**src/rtl/gpu_mem_pkg.sv**
```systemverilog
// Shared types and constants for the GPU main-memory arbiter.
//   arb_state_e : arbiter FSM states
//   arb_cmd_t   : command latched from the winning master at grant time
//   DEFAULT_TIMEOUT_DATA : read data returned when DRAM never answers
package gpu_mem_pkg;

    // Field widths of the latched command; widen these together with the
    // arbiter's ADDR_WIDTH / DATA_WIDTH if a wider DRAM port is ever used.
    localparam int CMD_ADDR_W = 32;
    localparam int CMD_DATA_W = 32;

    localparam logic [31:0] DEFAULT_TIMEOUT_DATA = 32'hDEAD_BEEF;

    typedef enum logic [1:0] {
        IDLE,
        ISSUE,
        WAIT_RESP
    } arb_state_e;

    typedef struct packed {
        logic                  we;
        logic [CMD_ADDR_W-1:0] addr;
        logic [CMD_DATA_W-1:0] wdata;
    } arb_cmd_t;

endpackage

```
**src/rtl/rr_pick.sv**
```systemverilog
// Combinational round-robin picker.
//   req        : request vector, one bit per master
//   last_grant : index of the previously granted master
//   win_onehot : one-hot winner (all zero when no request)
//   win_idx    : index of the winner (0 when no request)
// The search starts at last_grant+1 and wraps modulo NUM_MASTERS, so the
// previous winner has the lowest priority.
module rr_pick #(
    parameter  int NUM_MASTERS = 3,
    localparam int IW          = (NUM_MASTERS > 1) ? $clog2(NUM_MASTERS) : 1
) (
    input  logic [NUM_MASTERS-1:0] req,
    input  logic [IW-1:0]          last_grant,
    output logic [NUM_MASTERS-1:0] win_onehot,
    output logic [IW-1:0]          win_idx
);

    logic found;
    int   cand;

    always_comb begin
        win_onehot = '0;
        win_idx    = '0;
        found      = 1'b0;
        cand       = 0;
        for (int i = 1; i <= NUM_MASTERS; i++) begin
            cand = (int'(last_grant) + i) % NUM_MASTERS;
            if (!found && req[cand]) begin
                found            = 1'b1;
                win_onehot[cand] = 1'b1;
                win_idx          = IW'(cand);
            end
        end
    end

endmodule

```
**src/rtl/dram_arbiter.sv**
```systemverilog
// Round-robin arbiter sharing the single DRAM port between GPU masters
// (0 = vertex fetch, 1 = shader core, 2 = framebuffer). One transaction is
// outstanding at a time; reads that never get a response are aborted after
// TIMEOUT cycles and complete with TIMEOUT_DATA and an error pulse.
//   Master side : i_m_req/we/addr/wdata in; o_m_gnt (comb), o_m_done,
//                 o_m_err, o_m_rdata (registered) out
//   DRAM side   : o_dram_req/we/addr/wdata out; i_dram_ready,
//                 i_dram_rvalid, i_dram_rdata in
//   o_busy      : high whenever the FSM is not IDLE
//
// state     | meaning
// ----------+-----------------------------------------------------------
// IDLE      | arbitrating; grant pulses combinationally to the winner
// ISSUE     | command on the DRAM pins, held until i_dram_ready
// WAIT_RESP | read accepted, waiting for i_dram_rvalid or the timeout
module dram_arbiter
    import gpu_mem_pkg::*;
#(
    parameter int                    NUM_MASTERS  = 3,
    parameter int                    ADDR_WIDTH   = CMD_ADDR_W,
    parameter int                    DATA_WIDTH   = CMD_DATA_W,
    parameter int                    TIMEOUT      = 255,
    parameter logic [DATA_WIDTH-1:0] TIMEOUT_DATA = DATA_WIDTH'(DEFAULT_TIMEOUT_DATA)
) (
    input  logic                                  clk,
    input  logic                                  rst,
    input  logic [NUM_MASTERS-1:0]                i_m_req,
    input  logic [NUM_MASTERS-1:0]                i_m_we,
    input  logic [NUM_MASTERS-1:0][ADDR_WIDTH-1:0] i_m_addr,
    input  logic [NUM_MASTERS-1:0][DATA_WIDTH-1:0] i_m_wdata,
    output logic [NUM_MASTERS-1:0]                o_m_gnt,
    output logic [NUM_MASTERS-1:0]                o_m_done,
    output logic [DATA_WIDTH-1:0]                 o_m_rdata,
    output logic [NUM_MASTERS-1:0]                o_m_err,
    output logic                                  o_dram_req,
    output logic                                  o_dram_we,
    output logic [ADDR_WIDTH-1:0]                 o_dram_addr,
    output logic [DATA_WIDTH-1:0]                 o_dram_wdata,
    input  logic                                  i_dram_ready,
    input  logic                                  i_dram_rvalid,
    input  logic [DATA_WIDTH-1:0]                 i_dram_rdata,
    output logic                                  o_busy
);

    localparam int IW = (NUM_MASTERS > 1) ? $clog2(NUM_MASTERS) : 1;
    localparam int TW = $clog2(TIMEOUT + 1);

    arb_state_e            state_q, state_d;
    arb_cmd_t              cmd_q;
    logic [IW-1:0]         owner_q;
    logic [IW-1:0]         last_grant_q;
    logic [TW-1:0]         timer_q;

    logic [NUM_MASTERS-1:0] win_onehot;
    logic [IW-1:0]          win_idx;
    logic [NUM_MASTERS-1:0] owner_onehot;

    logic gnt_en, load_cmd, done_set, err_set, rdata_load, timer_clr, timer_inc;

    rr_pick #(.NUM_MASTERS(NUM_MASTERS)) u_pick (
        .req        (i_m_req),
        .last_grant (last_grant_q),
        .win_onehot (win_onehot),
        .win_idx    (win_idx)
    );

    assign owner_onehot = NUM_MASTERS'(1) << owner_q;

    always_comb begin
        state_d    = state_q;
        gnt_en     = 1'b0;
        load_cmd   = 1'b0;
        done_set   = 1'b0;
        err_set    = 1'b0;
        rdata_load = 1'b0;
        timer_clr  = 1'b0;
        timer_inc  = 1'b0;
        o_dram_req = 1'b0;
        case (state_q)
            IDLE: begin
                gnt_en = 1'b1;
                if (|i_m_req) begin
                    load_cmd = 1'b1;
                    state_d  = ISSUE;
                end
            end
            ISSUE: begin
                o_dram_req = 1'b1;
                if (i_dram_ready) begin
                    if (cmd_q.we) begin
                        done_set = 1'b1;
                        state_d  = IDLE;
                    end else begin
                        timer_clr = 1'b1;
                        state_d   = WAIT_RESP;
                    end
                end
            end
            WAIT_RESP: begin
                // rvalid takes precedence over a timeout in the same cycle
                if (i_dram_rvalid) begin
                    done_set   = 1'b1;
                    rdata_load = 1'b1;
                    state_d    = IDLE;
                end else if (timer_q == TW'(TIMEOUT - 1)) begin
                    done_set   = 1'b1;
                    err_set    = 1'b1;
                    rdata_load = 1'b1;
                    state_d    = IDLE;
                end else begin
                    timer_inc = 1'b1;
                end
            end
            default: state_d = IDLE;
        endcase
    end

    // Gated by rst so the grant is also silent while reset is held.
    assign o_m_gnt      = (gnt_en && !rst) ? win_onehot : '0;
    assign o_busy       = (state_q != IDLE);
    assign o_dram_we    = cmd_q.we;
    assign o_dram_addr  = ADDR_WIDTH'(cmd_q.addr);
    assign o_dram_wdata = DATA_WIDTH'(cmd_q.wdata);

    always_ff @(posedge clk or posedge rst) begin
        if (rst) begin
            state_q      <= IDLE;
            cmd_q        <= '0;
            owner_q      <= '0;
            last_grant_q <= IW'(NUM_MASTERS - 1);
            timer_q      <= '0;
            o_m_done     <= '0;
            o_m_err      <= '0;
            o_m_rdata    <= '0;
        end else begin
            state_q  <= state_d;
            o_m_done <= done_set ? owner_onehot : '0;
            o_m_err  <= err_set ? owner_onehot : '0;
            if (load_cmd) begin
                cmd_q.we     <= i_m_we[win_idx];
                cmd_q.addr   <= CMD_ADDR_W'(i_m_addr[win_idx]);
                cmd_q.wdata  <= CMD_DATA_W'(i_m_wdata[win_idx]);
                owner_q      <= win_idx;
                last_grant_q <= win_idx;
            end
            if (timer_clr) begin
                timer_q <= '0;
            end else if (timer_inc) begin
                timer_q <= timer_q + TW'(1);
            end
            if (rdata_load) begin
                o_m_rdata <= err_set ? TIMEOUT_DATA : i_dram_rdata;
            end
        end
    end

endmodule

```
**config.mk**
```make
export PLATFORM = sky130hd
export DESIGN_NAME = dram_arbiter
export DESIGN_NICKNAME = d
export VERILOG_FILES = /design/src/rtl/gpu_mem_pkg.sv /design/src/rtl/rr_pick.sv /design/src/rtl/dram_arbiter.sv
export SDC_FILE = /design/constraint.sdc
export NUM_CORES = 1
export LEC_CHECK = 0
export BUFFER_PORTS_ARGS = -buffer_cell sky130_fd_sc_hd__buf_4
export CORE_AREA = 2 2 134 136
export DETAILED_ROUTE_END_ITERATION = 10
export DIE_AREA = 0 0 136 138
export PLACE_DENSITY = 0.65
export SYNTH_ARGS = -nofsm -noshare
export SYNTH_HDL_FRONTEND = slang
export SYNTH_HIERARCHICAL = 1
export SYNTH_SLANG_ARGS = --single-unit
```
**constraint.sdc**
```tcl
create_clock -name clk -period 6.5 [get_ports clk]
set_clock_uncertainty 0.2 [all_clocks]
set_input_delay 0.325 -clock clk [delete_from_list [all_inputs] [get_ports clk]]
set_output_delay 0.325 -clock clk [all_outputs]
set_load 0.1 [all_outputs]
```
==> results.md, run 1 <==
- After layout, the worst path uses 62.3% of the clock period.
- The starting density of the core is 34.3%.
- At the worst endpoint, the required time is 6.56 ns.
- The wire length per cell after detailed routing is 15.9 um.
- The met1 routed wirelength after detailed routing is 7.85 mm.
- The worst setup path is of the reg -> reg kind.
- The area of the core region is 0.0175 mm^2.
- The maximum level of the CTS H-tree is 4.
- The cell with the largest stage delay on the worst path is buf_4.
- After synthesis, the netlist uses 53 different library cells.
- The routed length on met3 is 1.42 mm.
- The floorplan has 49 rows.
- In the final layout, flip-flops and latches occupy 0.00290 mm^2.
- The register clock-pin slew on the reported worst setup and hold paths is 0.06 ns.
- STA classifies the critical path endpoint as a flip-flop.
- The time the worst path needs with I/O delays and setup is 4.05 ns.
- The count of nets after finishing is 1280.
- From synthesis to final layout, the design area changed by 68.8%.
- 342 I/O pins were placed.
- The flow ran to the end, and the final reports show no timing, DRC or antenna violations.
- The number of warnings printed during yosys synthesis is 6.
- The via count is 6048.
- The post-synthesis instance area is 0.00602 mm^2.
- The first detailed-routing pass ran for 4 iterations.
- For this design, the sink count on the clock tree is 116.
- Setup violations remaining at the end of the flow were counted as 0.
- The detail route stage leaves a number of antenna-violating nets equal to 0.
- The top routing layer in use is met4.
- Clock tree synthesis inserted a total of 17 buffers.
- The number of violations of the max-capacitance limit is 0.
- The number of DRC markers in iteration 0 is 192.
- The fmax is 0.247 GHz.
- The delay of the slowest cell on the worst path is 0.85 ns.
- Counting every instance in the synthesized netlist gives 627.
- The per-instance average area after synthesis is 9.60 um^2.
- Gates resized during post-CTS repair numbered 0.
- After detailed routing, the met2 layer carries 10.6 mm of wire.
- The die covers 0.0188 mm^2.
- The repair_antennas step left the layout with diodes totalling 0.
- The critical path goes through inv_1, ha_1, nand2b_1, a21boi_1, o221ai_2, o31ai_4, buf_4, mux2i_1, nor2_1, a21oi_1, o21ai_1.
- The total routed wirelength is 20.3 mm.
- OpenSTA, run right after detailed placement, puts the worst setup slack at 2.44 ns.
- The number of global-route vias before repair is 6201.
- The total count of max-transition violations in the final report is 0.
- The remaining global-route overflow is 0.
- The master cell of the clock root buffer is clkbuf_16.
- The number of standard cells in the final layout excluding fillers is 1278.
- Setup repair after global routing left no endpoint under its margin.
- At the worst endpoint, the arrival time is 4.11 ns.
- The max-slew headroom at the worst pin is 27.0%.
- The worst setup path is launched from a flip-flop.
- The final-layout setup total negative slack is 0 ns.
- In this run, placement finished with an instance count of 1161.
- The clock tree from TritonCTS is yes.
- The x dimension of the die is 136 um.
- Of the synthesized area, sequential elements account for 48.3%.
- Port buffering added 341 buffers.
- For this run, asynchronously set or reset flops after synthesis account for 100%.
- Across all setup checks in the final design, the least slack found is 2.45 ns.
- Counting every net in the synthesized netlist gives 870.
- The number of inserted filler cells in the final layout is 1567.
- In the final layout, the share of cells above drive strength 1 is 37.9%.
- Clock latency on the worst-skew pair, taken at its later pin, is 0.41 ns.
- In the routed design, unresolved DRC markers number 0.
- Detailed placement finished with a half-perimeter wire length of 14.4 mm.
- Routability-driven placement finished with a final weighted congestion of 0.822.
- At the pin with the least slew margin, the transition time is 1.10 ns.
- The number of antenna violations at the first check in global routing is 0.
- In this run the worst path has a maximum fanout of 63.
- Once layout is complete, the utilization of the core stands at 57.9%.
- In this run, synthesis inferred 0 flip-flops with an integrated enable.
- The most used flip-flop cell after synthesis is dfrtp_1.
- The total count of hold-check failures in the final report came to 0.
- The first global-routing pass estimated 31.4 mm of wire.
- The total routing resource utilization after global routing is 21.4%.
- In the routed layout, each cell is associated on average with a via count of 4.73.
- The floorplan die height is 138 um.
- The path type of the worst min-delay path is in -> reg.
- The number of buffers on the longest clock path is 2.
- Summing all multi-input logic gate instances after layout gives 0.00288 mm^2.
- The flop and latch count out of synthesis is 116.
- The maximum number of pins on one net before global-route repair is 102.
[timing repair]
item / in CTS / in global routing
buffers inserted: 0 / 0
hold endpoints to repair: 148 / 0
hold buffers: 86 / 0
[area by class of cell]
class / instances / area share (%)
inverter: 13 / 0.505
tap: 229 / 2.82
sequential: 116 / 28.6
multi-input combinational: 457 / 28.3
clock inverter: 10 / 1.31
clock buffer: 21 / 4.43
timing repair buffer: 432 / 34.0
[state kept, by name (all words and copies together), names as in the netlist]
signal        cells
o_m_rdata        32
state_q           2
o_dram_we         1
timer_q           8
o_m_err           3
owner_q           2
o_m_done          3
o_dram_wdata     32
last_grant_q      1
o_dram_addr      32
[synthesized netlist by cell type, drive strengths merged, types with 2 or more instances]
cell type / count / area, um^2
a21oi: 67 / 335
nor2b: 2 / 12.5
a31oi: 2 / 12.5
o22a: 25 / 219
buf: 27 / 174
nand3: 5 / 25.0
nor2: 74 / 285
o211ai: 4 / 40.0
o22ai: 3 / 18.8
dfrtp: 115 / 2880
ha: 9 / 113
nand2: 75 / 284
xor2: 2 / 17.5
clkbuf: 14 / 53.8
mux2: 5 / 56.3
o21a: 2 / 22.5
or2: 2 / 12.5
a22o: 8 / 70.1
o31ai: 4 / 35.0
o21ai: 72 / 372
inv: 13 / 48.8
or4: 2 / 18.8
or3: 2 / 12.5
mux2i: 68 / 681
nor3: 3 / 15.0
nand2b: 4 / 25.0
and3: 4 / 25.0
[metal layers]
metal / vias to the layer above / GRT usage (%)
met4: 0 / 7.02
met3: 26 / 5.68
met5: - / 0
li1: 3026 / -
met1: 2778 / 23.8
met2: 218 / 39.3
[path summary, 6_finish.rpt]
| kind | start | end | slack, ns | depth (start not counted) |
|---|---|---|---|---|
| max | owner_q[0] | o_dram_addr[25] | 2.45 | 11 |
| min | i_m_wdata[48] | o_dram_wdata[16] | 0.01 | 3 |
| max reg2reg | owner_q[0] | o_dram_addr[25] | 2.45 | 11 |
| min reg2reg | o_dram_wdata[24] | o_dram_wdata[24] | 0.28 | 2 |
| max in group asynchronous | rst | o_m_rdata[12] | 4.40 | 4 |
| min in group asynchronous | rst | o_dram_wdata[5] | 0.47 | 3 |
[logic make-up (layout without fill, tap and decap cells)]
family	after synthesis	count (layout)	share of synthesized area, %
DFF	116	116	48.3
and+or+nand+nor	179	179	12.9
buffers and inverters	54	476	4.59
xor gates and xnor gates	3	3	0.437
adders and majority gates	9	9	1.87
AOI/OAI and AO/OA	193	193	19.7
muxes	73	73	12.2
[worst max-delay path, delay by kind of cell, from the launching register on]
family | cells | cell delay (ns)
muxes | 1 | 0.30
and+or+nand+nor | 2 | 0.23
AOI/OAI and AO/OA | 5 | 1.19
adders and majority gates | 1 | 0.45
buffers and inverters | 2 | 0.95
DFF | 1 | 0.45
[layout by cell type, fill, tap and decap left out, types with 2 or more instances in the layout]
cell type	netlist	layout
dfrtp_1	115	115
ha_1	9	9
a22o_1	8	8
o22a_1	25	25
or2_2	2	2
and3_1	4	4
nand2_1	74	74
dlygate4sd3_1	0	86
xor2_1	2	2
mux2i_1	68	68
or3_1	2	2
a21oi_1	67	67
clkinv_2	0	5
nand2b_1	4	4
clkinv_4	0	2
clkbuf_1	13	3
buf_4	9	346
o21ai_0	53	53
a31oi_1	2	2
o22ai_1	3	2
o21ai_1	18	18
nor2_1	73	73
nand3_1	5	5
o31ai_1	3	2
o211ai_1	2	2
nor3_1	3	3
clkbuf_16	0	17
mux2_2	5	5
inv_1	13	12
o211ai_2	2	2
bufinv_16	0	3
[stage by stage]
step,hold slack [ns],cell area (um^2)
final,0.0100,10200
after global placement,0.264,8720
after CTS,0.00130,10200
after detailed placement,0.271,8720
after floorplan,0.259,6020
after global routing,0.00518,10200
Power of run 1 is not shown: default switching activity piles up to over one toggle a cycle in this logic, so the estimate is an artifact.
==> run 2, diff against run 1 <==
--- a/config.mk
+++ b/config.mk
@@ -9,7 +9,7 @@
 export CORE_AREA = 2 2 134 136
 export DETAILED_ROUTE_END_ITERATION = 10
 export DIE_AREA = 0 0 136 138
-export PLACE_DENSITY = 0.65
+export PLACE_DENSITY = 0.67
 export SYNTH_ARGS = -nofsm -noshare
 export SYNTH_HDL_FRONTEND = slang
 export SYNTH_HIERARCHICAL = 1
==> constraint.sdc (replaced) <==
create_clock -name clk -period 3.5 [get_ports clk]
set_clock_uncertainty 0.2 [all_clocks]
set_input_delay 0.175 -clock clk [delete_from_list [all_inputs] [get_ports clk]]
set_output_delay 0.175 -clock clk [all_outputs]
set_load 0.1 [all_outputs]
==> results.md, run 2 (synthesized netlist as in run 1, its figures left out) <==
- The fraction of power spent switching nets is 57.7%.
- Compared with the post-synthesis result, the final layout area differs by 91.3%.
- Summed over all nets, the switching power comes to 7410 uW.
- The area of the die is 0.0188 mm^2.
- The internal portion of the total power is 5440 uW.
- STA puts the critical path data required time at 3.57 ns.
- The insertion delay of the later-clocked pin in the worst-skew pair is 0.41 ns.
- The first global-routing pass estimated 36.8 mm of wire.
- Entering global routing, the biggest net connects 115 pins.
- The wire length per cell after detailed routing is 17.4 um.
- The starting density of the core is 34.3%.
- The total count of max-transition violations in the final report is 0.
- The number of global-route vias before repair is 7164.
- The floorplan die height is 138 um.
- In this run the tool buffered the top-level ports with 341 buffer cells.
- Data on the critical path arrives at its endpoint at 3.42 ns.
- For this run, the post-layout net count is 1400.
- The H-tree was split into 4 levels.
- The measured slew at the worst slew-check pin is 0.900 ns.
- The detailed router finished its first iteration with 322 violations.
- Counting every sink on the clock net gives 116.
- The number of DRC violations after detailed routing is 0.
- The worst register-to-register path has a depth of 13.
- The largest fanout on the critical path is 12.
- Detailed placement finished with a half-perimeter wire length of 14.6 mm.
- The critical path in this run is classified as reg -> reg.
- The path type of the worst min-delay path is in -> reg.
- The standby leakage power is 0.00545 uW.
- 342 I/O pins were placed.
- No sink is reached through more buffers than the 2 on the longest clock path.
- The utilization after layout is 65.7%.
- The number of antenna diodes in the final layout is 0.
- The first detailed-routing pass ran for 4 iterations.
- Across the run, the number of max-cap violations was 0.
- The category of the worst setup path capture point is a flip-flop.
- The antenna violation net count after detailed routing is 0.
- TritonCTS built the clock tree.
- The setup slack on the worst flop-to-flop path is 0.14 ns.
- The final instance area is 0.0115 mm^2.
- The via count is 6893.
- The worst voltage drop across the vdd grid is 825 uV.
- The number of antenna violations at the first check in global routing is 0.
- The x dimension of the die is 136 um.
- The final worst-path cycle share is 96.0%.
- The number of placement rows is 49.
- The most frequent standard cell in the layout excluding fill and tap cells is buf_4.
- The routed design has 24.3 mm of wire.
- The register clock-pin slew on the reported worst setup and hold paths is 0.06 ns.
- The fraction of power consumed by the clock network is 14.2%.
- The first element of the critical path is last_grant_q[1].
- In this run the critical register-to-register path is captured at o_dram_wdata[17].
- The global placement routability congestion is 0.814.
- The worst setup path is launched from a flip-flop.
- Global routing used 25.2% of the available tracks.
- The library cells used most frequently in the layout, excluding fill and tap cells, are 347 x buf_4, 196 x dlygate4sd3_1, 115 x dfrtp_1.
- The run finished with clean final reports.
- The share of power burned in combinational logic is 67.9%.
- The number of buffers created by CTS is 17.
- The time the worst path needs with I/O delays and setup is 3.36 ns.
- The total count of hold-check failures in the final report was 0.
- The final-report setup violation count is 0.
- The via density per instance is 4.93.
- The reg-to-reg critical path startpoint is last_grant_q[1].
- Timing would allow up to 0.298 GHz.
- Summing all placed instances gives a cell area of 0.00882 mm^2.
- The max-slew headroom at the worst pin is 39.9%.
- In this run the clock root is driven by a clkbuf_16.
- Global routing finished with a remaining overflow of 0.
- Power spread over the standard cell area amounts to 1120 mW/mm^2.
- The sequential cell fraction of total power is 17.8%.
- Following the worst setup path forward leads to its endpoint at o_dram_wdata[17].
- The region available for standard cell placement spans 0.0175 mm^2.
- The post-route netlist has 35.6% of its cells at a drive strength greater than 1.
-- run 2: changes by cell type in the layout (fill, tap and decap cells not counted), moves of 5 or more --
cell | previous run | this run
inv_6 | 0 | 5
buf_12 | 0 | 6
dlygate4sd3_1 | 86 | 196
clkinv_2 | 5 | 0
-- run 2: area by class of cell --
cell class | count | area [um^2]
clock buffers | 17 | 425
clock inverters | 15 | 195
fillers | 1313 | 6020
inverters | 13 | 52.6
multi-input cells | 457 | 2900
flip-flops and latches | 116 | 2900
well taps | 229 | 287
repair buffers | 552 | 4750
-- run 2: routing by layer --
metal | share of wire (%) | GRT usage [%]
met5 | 0 | 0
met4 | 4.9 | 14.2
met3 | 7.4 | 7.11
met2 | 50 | 43.5
met1 | 38 | 27.4
-- run 2: repair_timing --
item                                    CTS  global route
gates resized for setup                   0             7
endpoints found under the hold margin   214             1
buffers inserted                          0             4
endpoints found under the setup margin    0            34
hold buffers                            195             1
-- run 2: worst min-delay path by stage --
stage,startpoint,endpoint,slack [ns],cells past startpoint
after global placement,rst,o_dram_addr[24],-0.1,2
after global routing,i_m_wdata[67],o_dram_wdata[3],0.005,5
after CTS,i_m_wdata[3],o_dram_wdata[3],0.00009,5
after floorplan,i_dram_rdata[14],o_m_rdata[14],0.11,1
after detailed placement,rst,o_dram_addr[24],-0.1,2
final,i_m_wdata[8],o_dram_wdata[8],0.001,5
-- run 2: metrics by stage --
step           setup TNS, ns  power, uW  setup slack (ns)  hold WS (ns)  cells
2_1_floorplan              0       8580             0.378         0.115    627
3_3_place_gp               0      10400             0.526       -0.0985   1165
3_5_place_dp               0      10500             0.445       -0.0968   1165
4_1_cts                    0      12600            0.0467     0.0000878   1392
5_1_grt              -0.0327      13400           -0.0327       0.00534   1399
6_report                   0      12900             0.142       0.00121   1399
-- run 2: power groups by stage --
stage | combinational, uW | clock [uW] | sequential, uW
after floorplan | 2440 | 0 | 6140
after global placement | 8110 | 0 | 2270
after detailed placement | 8170 | 0 | 2300
after CTS | 8490 | 1860 | 2280
after global routing | 9120 | 1930 | 2360
final | 8730 | 1830 | 2290
-- run 2: worst max-delay path, cell delays in order (launching register included) --
cell and delay, ns:
dfstp_2 0.57, inv_1 0.07, ha_2 0.21, nand2b_1 0.10, a21boi_2 0.19, o221ai_2 0.13, o31ai_4 0.29, buf_6 0.16
buf_12 0.16, mux2i_2 0.23, dlygate4sd3_1 0.59, nor2_1 0.05, a21oi_1 0.14, o21ai_0 0.09
No activity file was read; power rests on OpenSTA's default activity.
==> run 3, diff against run 2 <==
--- a/config.mk
+++ b/config.mk
@@ -5,11 +5,12 @@
 export SDC_FILE = /design/constraint.sdc
 export NUM_CORES = 1
 export LEC_CHECK = 0
+export ABC_AREA = 1
+export ABC_CLOCK_PERIOD_IN_PS = 3500
 export BUFFER_PORTS_ARGS = -buffer_cell sky130_fd_sc_hd__buf_4
-export CORE_AREA = 2 2 134 136
+export CORE_UTILIZATION = 40
 export DETAILED_ROUTE_END_ITERATION = 10
-export DIE_AREA = 0 0 136 138
-export PLACE_DENSITY = 0.67
+export PLACE_DENSITY = 0.73
 export SYNTH_ARGS = -nofsm -noshare
 export SYNTH_HDL_FRONTEND = slang
 export SYNTH_HIERARCHICAL = 1
==> results.md, run 3 <==
- The number of violations of the max-capacitance limit is 0.
- Global routing consumed, over all layers together, 32.0% of the routing resources.
- The category of the worst setup path capture point is a flip-flop.
- The peak-usage layer in the global routing report is met2.
- For this run, the top clock speed supported by timing is 0.297 GHz.
- The insertion delay of the later-clocked pin in the worst-skew pair is 0.41 ns.
- The global-route track usage on met1 is 36.1%.
- The final layout contains routed wiring with a total length of 28.3 mm.
- During I/O placement, the number of pins put on the boundary was 342.
- The clock tree from TritonCTS is yes.
- OpenSTA, run right after detailed placement, puts the worst setup slack at 0.550 ns.
- The measured slew at the worst slew-check pin is 0.658 ns.
- The number of warnings printed during yosys synthesis is 6.
- The maximum level of the CTS H-tree is 4.
- For the worst setup path, the data arrival time is 3.44 ns.
- The met3 track demand over resource is 10.5%.
- After layout, the minimum clock period comes to 3.37 ns.
- The via density per instance is 5.04.
- Clock-pin slew was measured on the worst setup and hold paths at 0.06 ns.
- STA puts the critical path data required time at 3.58 ns.
- Counting instances in the post-synthesis netlist gives the leading cell types as 206 x nand2_1, 171 x nor2_1, 121 x inv_1, 115 x dfrtp_1, 103 x o21ai_0.
- The die covers 0.0175 mm^2.
- Synthesis produced a netlist whose cell count is 966.
- For this configuration, the core starts out at a cell density of 40.8%.
- The number of global-route vias before repair is 8625.
- The area of the core region is 0.0166 mm^2.
- The endpoint of the worst-slack reg-to-reg timing path is o_dram_wdata[26].
- The number of DRC markers in iteration 0 is 670.
- In the routed design, unresolved DRC markers number 0.
- The launching element type of the critical path is a flip-flop.
- The flop and latch count out of synthesis is 116.
- The congestion estimate from routability-driven global placement came to 0.985.
- Measured against its own limit, the worst slew margin works out to 56.1%.
- The most instantiated flip-flop cell in the synthesis netlist is dfrtp_1.
- The per-instance average area after synthesis is 7.01 um^2.
- The detailed-routing iteration count for the pre-antenna-repair pass is 5.
- The min-delay analysis places its worst path in the category in -> reg.
- Detailed placement finished with a half-perimeter wire length of 16.1 mm.
- The worst hold path terminates at state_q[1].
- The die is 132 um wide.
- The met2 track demand over resource in global routing is 51.5%.
- Sequential cells were found to cover 42.9% of the synthesized design area.
- The total count of hold-check failures in the final report is 0.
- For the worst flop-to-flop path, the logic depth is 15.
- After floorplanning, the core was divided into 47 placement rows.
- The total count of max-transition violations in the final report came to 0.
- The worst path meets setup with 0.131 ns of slack.
- In the post-synthesis netlist, the biggest area contributors are dfrtp_1 42%, nand2_1 11%, nor2_1 9.5%.
- The share of the synthesized area in the top cell type is 42.5%.
- The final-report setup violation count is 0.
- The relative area change from synthesis to final layout is 79.7%.
- The master cell of the clock root buffer is clkbuf_16.
- The critical path in this run is classified as reg -> reg.
- The number of antenna violations at the first check in global routing came to 0.
- Cells with a size suffix above 1 make up 28.3% of the layout.
- The post-synthesis instance area is 0.00677 mm^2.
- The remaining global-route overflow is 0.
- No sink is reached through more buffers than the 2 on the longest clock path.
- The count of nets after finishing is 1719.
- The number of nets in the synthesized netlist is 1209.
- From bottom edge to top edge, the die measures 132 um.
- The antenna violation net count after detailed routing is 0.
- The number of buffers created by CTS is 17.
- In this run the critical register-to-register path is launched from last_grant_q[1].
- The leading cell type by number of instances after synthesis is nand2_1.
- The library cells used most frequently in the layout, excluding fill and tap cells, are 347 x buf_4, 203 x nand2_1, 190 x dlygate4sd3_1.
- The largest fanout on the critical path is 59.
- The run finished with clean final reports.
- The global-route wire length before repair is 43.9 mm.
- For this run, asynchronously set or reset flops after synthesis account for 100%.
- For flop-to-flop paths, the worst setup slack is 0.13 ns.
- Counting instances, the worst hold path has a depth of 5.
- The final worst-path cycle share is 96.3%.
- Counting flops with a built-in enable in the synthesized netlist gives 0.
- The via count is 8622.
- The biggest area contributor in the post-synthesis netlist is dfrtp_1.
- In this run the most critical hold path is launched from i_m_req[1].
- The number of sinks on the clock net is 116.
- The maximum number of pins on one net before global-route repair is 136.
- The number of different library cells used by synthesis comes to 30.
- Leaving out fill and tap cells, the most frequent cell in the layout is buf_4.
- The wire length per cell after detailed routing is 16.5 um.
- Port buffering added 341 buffers.
- The utilization after layout is 73.4%.
run 3: changes by cell type after synthesis, moves of 5 or more:
cell      change
nand2_1     +132
inv_1       +108
nor2_1       +98
nand3_1      +90
mux2i_1      -68
a21oi_1      -66
o21ai_0      +50
o22a_1       -25
o21bai_1     +24
o21ai_1      +15
clkbuf_1     +13
buf_2        +12
a22o_1        -8
mux2_2        -5
run 3: what timing repair did:
action / 4_1_cts / 5_1_grt
setup buffers: 0 / 4
hold buffers: 190 / 0
hold endpoints to repair: 219 / 0
setup endpoints to repair: 0 / 63
gates resized for setup: 0 / 18
run 3: how the worst max path moves through the flow:
| stage | startpoint | endpoint | slack (ns) | depth (start not counted) |
|---|---|---|---|---|
| 2_1_floorplan | rst | o_m_gnt[0] | 0.19 | 3 |
| 3_3_place_gp | owner_q[0] | o_dram_wdata[6] | 0.67 | 15 |
| 3_5_place_dp | owner_q[0] | o_dram_wdata[6] | 0.55 | 15 |
| 4_1_cts | owner_q[0] | o_dram_wdata[6] | 0.02 | 16 |
| 5_1_grt | last_grant_q[1] | o_dram_addr[8] | -0.003 | 15 |
| 6_report | last_grant_q[1] | o_dram_wdata[26] | 0.13 | 15 |
run 3: per-stage QoR:
step	std cells	TNS, ns	hold WS [ns]	instance area, um^2
floorplan	966	0	0.0382	6780
global placement	1480	0	0.177	9500
detailed placement	1480	0	0.180	9500
CTS	1702	0	0.0301	12000
global route	1709	-0.00303	0.0894	12200
finish	1710	0	0.0412	12200
run 3: layout make-up:
type	instances	area (um^2)
antenna	1	2.50
clock buffer	21	470
clock inverter	11	149
fill	1189	4410
inverter	126	483
multi-input combinational	669	3190
sequential	116	2900
tap	220	275
timing repair buffer	546	4700
run 3: logic make-up after synthesis:
kind of cell	share of synthesized area, %
buf+inv	11.0
xor+xnor	0.259
flops	42.9
compound gates	13.3
simple gates	30.9
fa+ha+maj	1.66
run 3: per-layer routing:
layer	routed length, um	vias to the layer above	share of wire (%)
met5	0	-	0
met2	13200	436	47
met3	2290	158	8.1
li1	-	4055	-
met4	2080	0	7.4
met1	10700	3973	38
run 3: critical path: stages (launching register included):
cell	delay [ns]
dfstp_2	0.55
ha_2	0.32
inv_2	0.12
nand2_1	0.09
nor2_2	0.15
nor2_4	0.06
nor2_4	0.12
nand2_2	0.14
nand2_8	0.13
buf_16	0.25
nor2_1	0.12
o21ai_1	0.11
dlygate4sd3_1	0.58
nand2_1	0.08
nand2_1	0.09
o21ai_1	0.09
Power of run 3 is left out for the same reason.
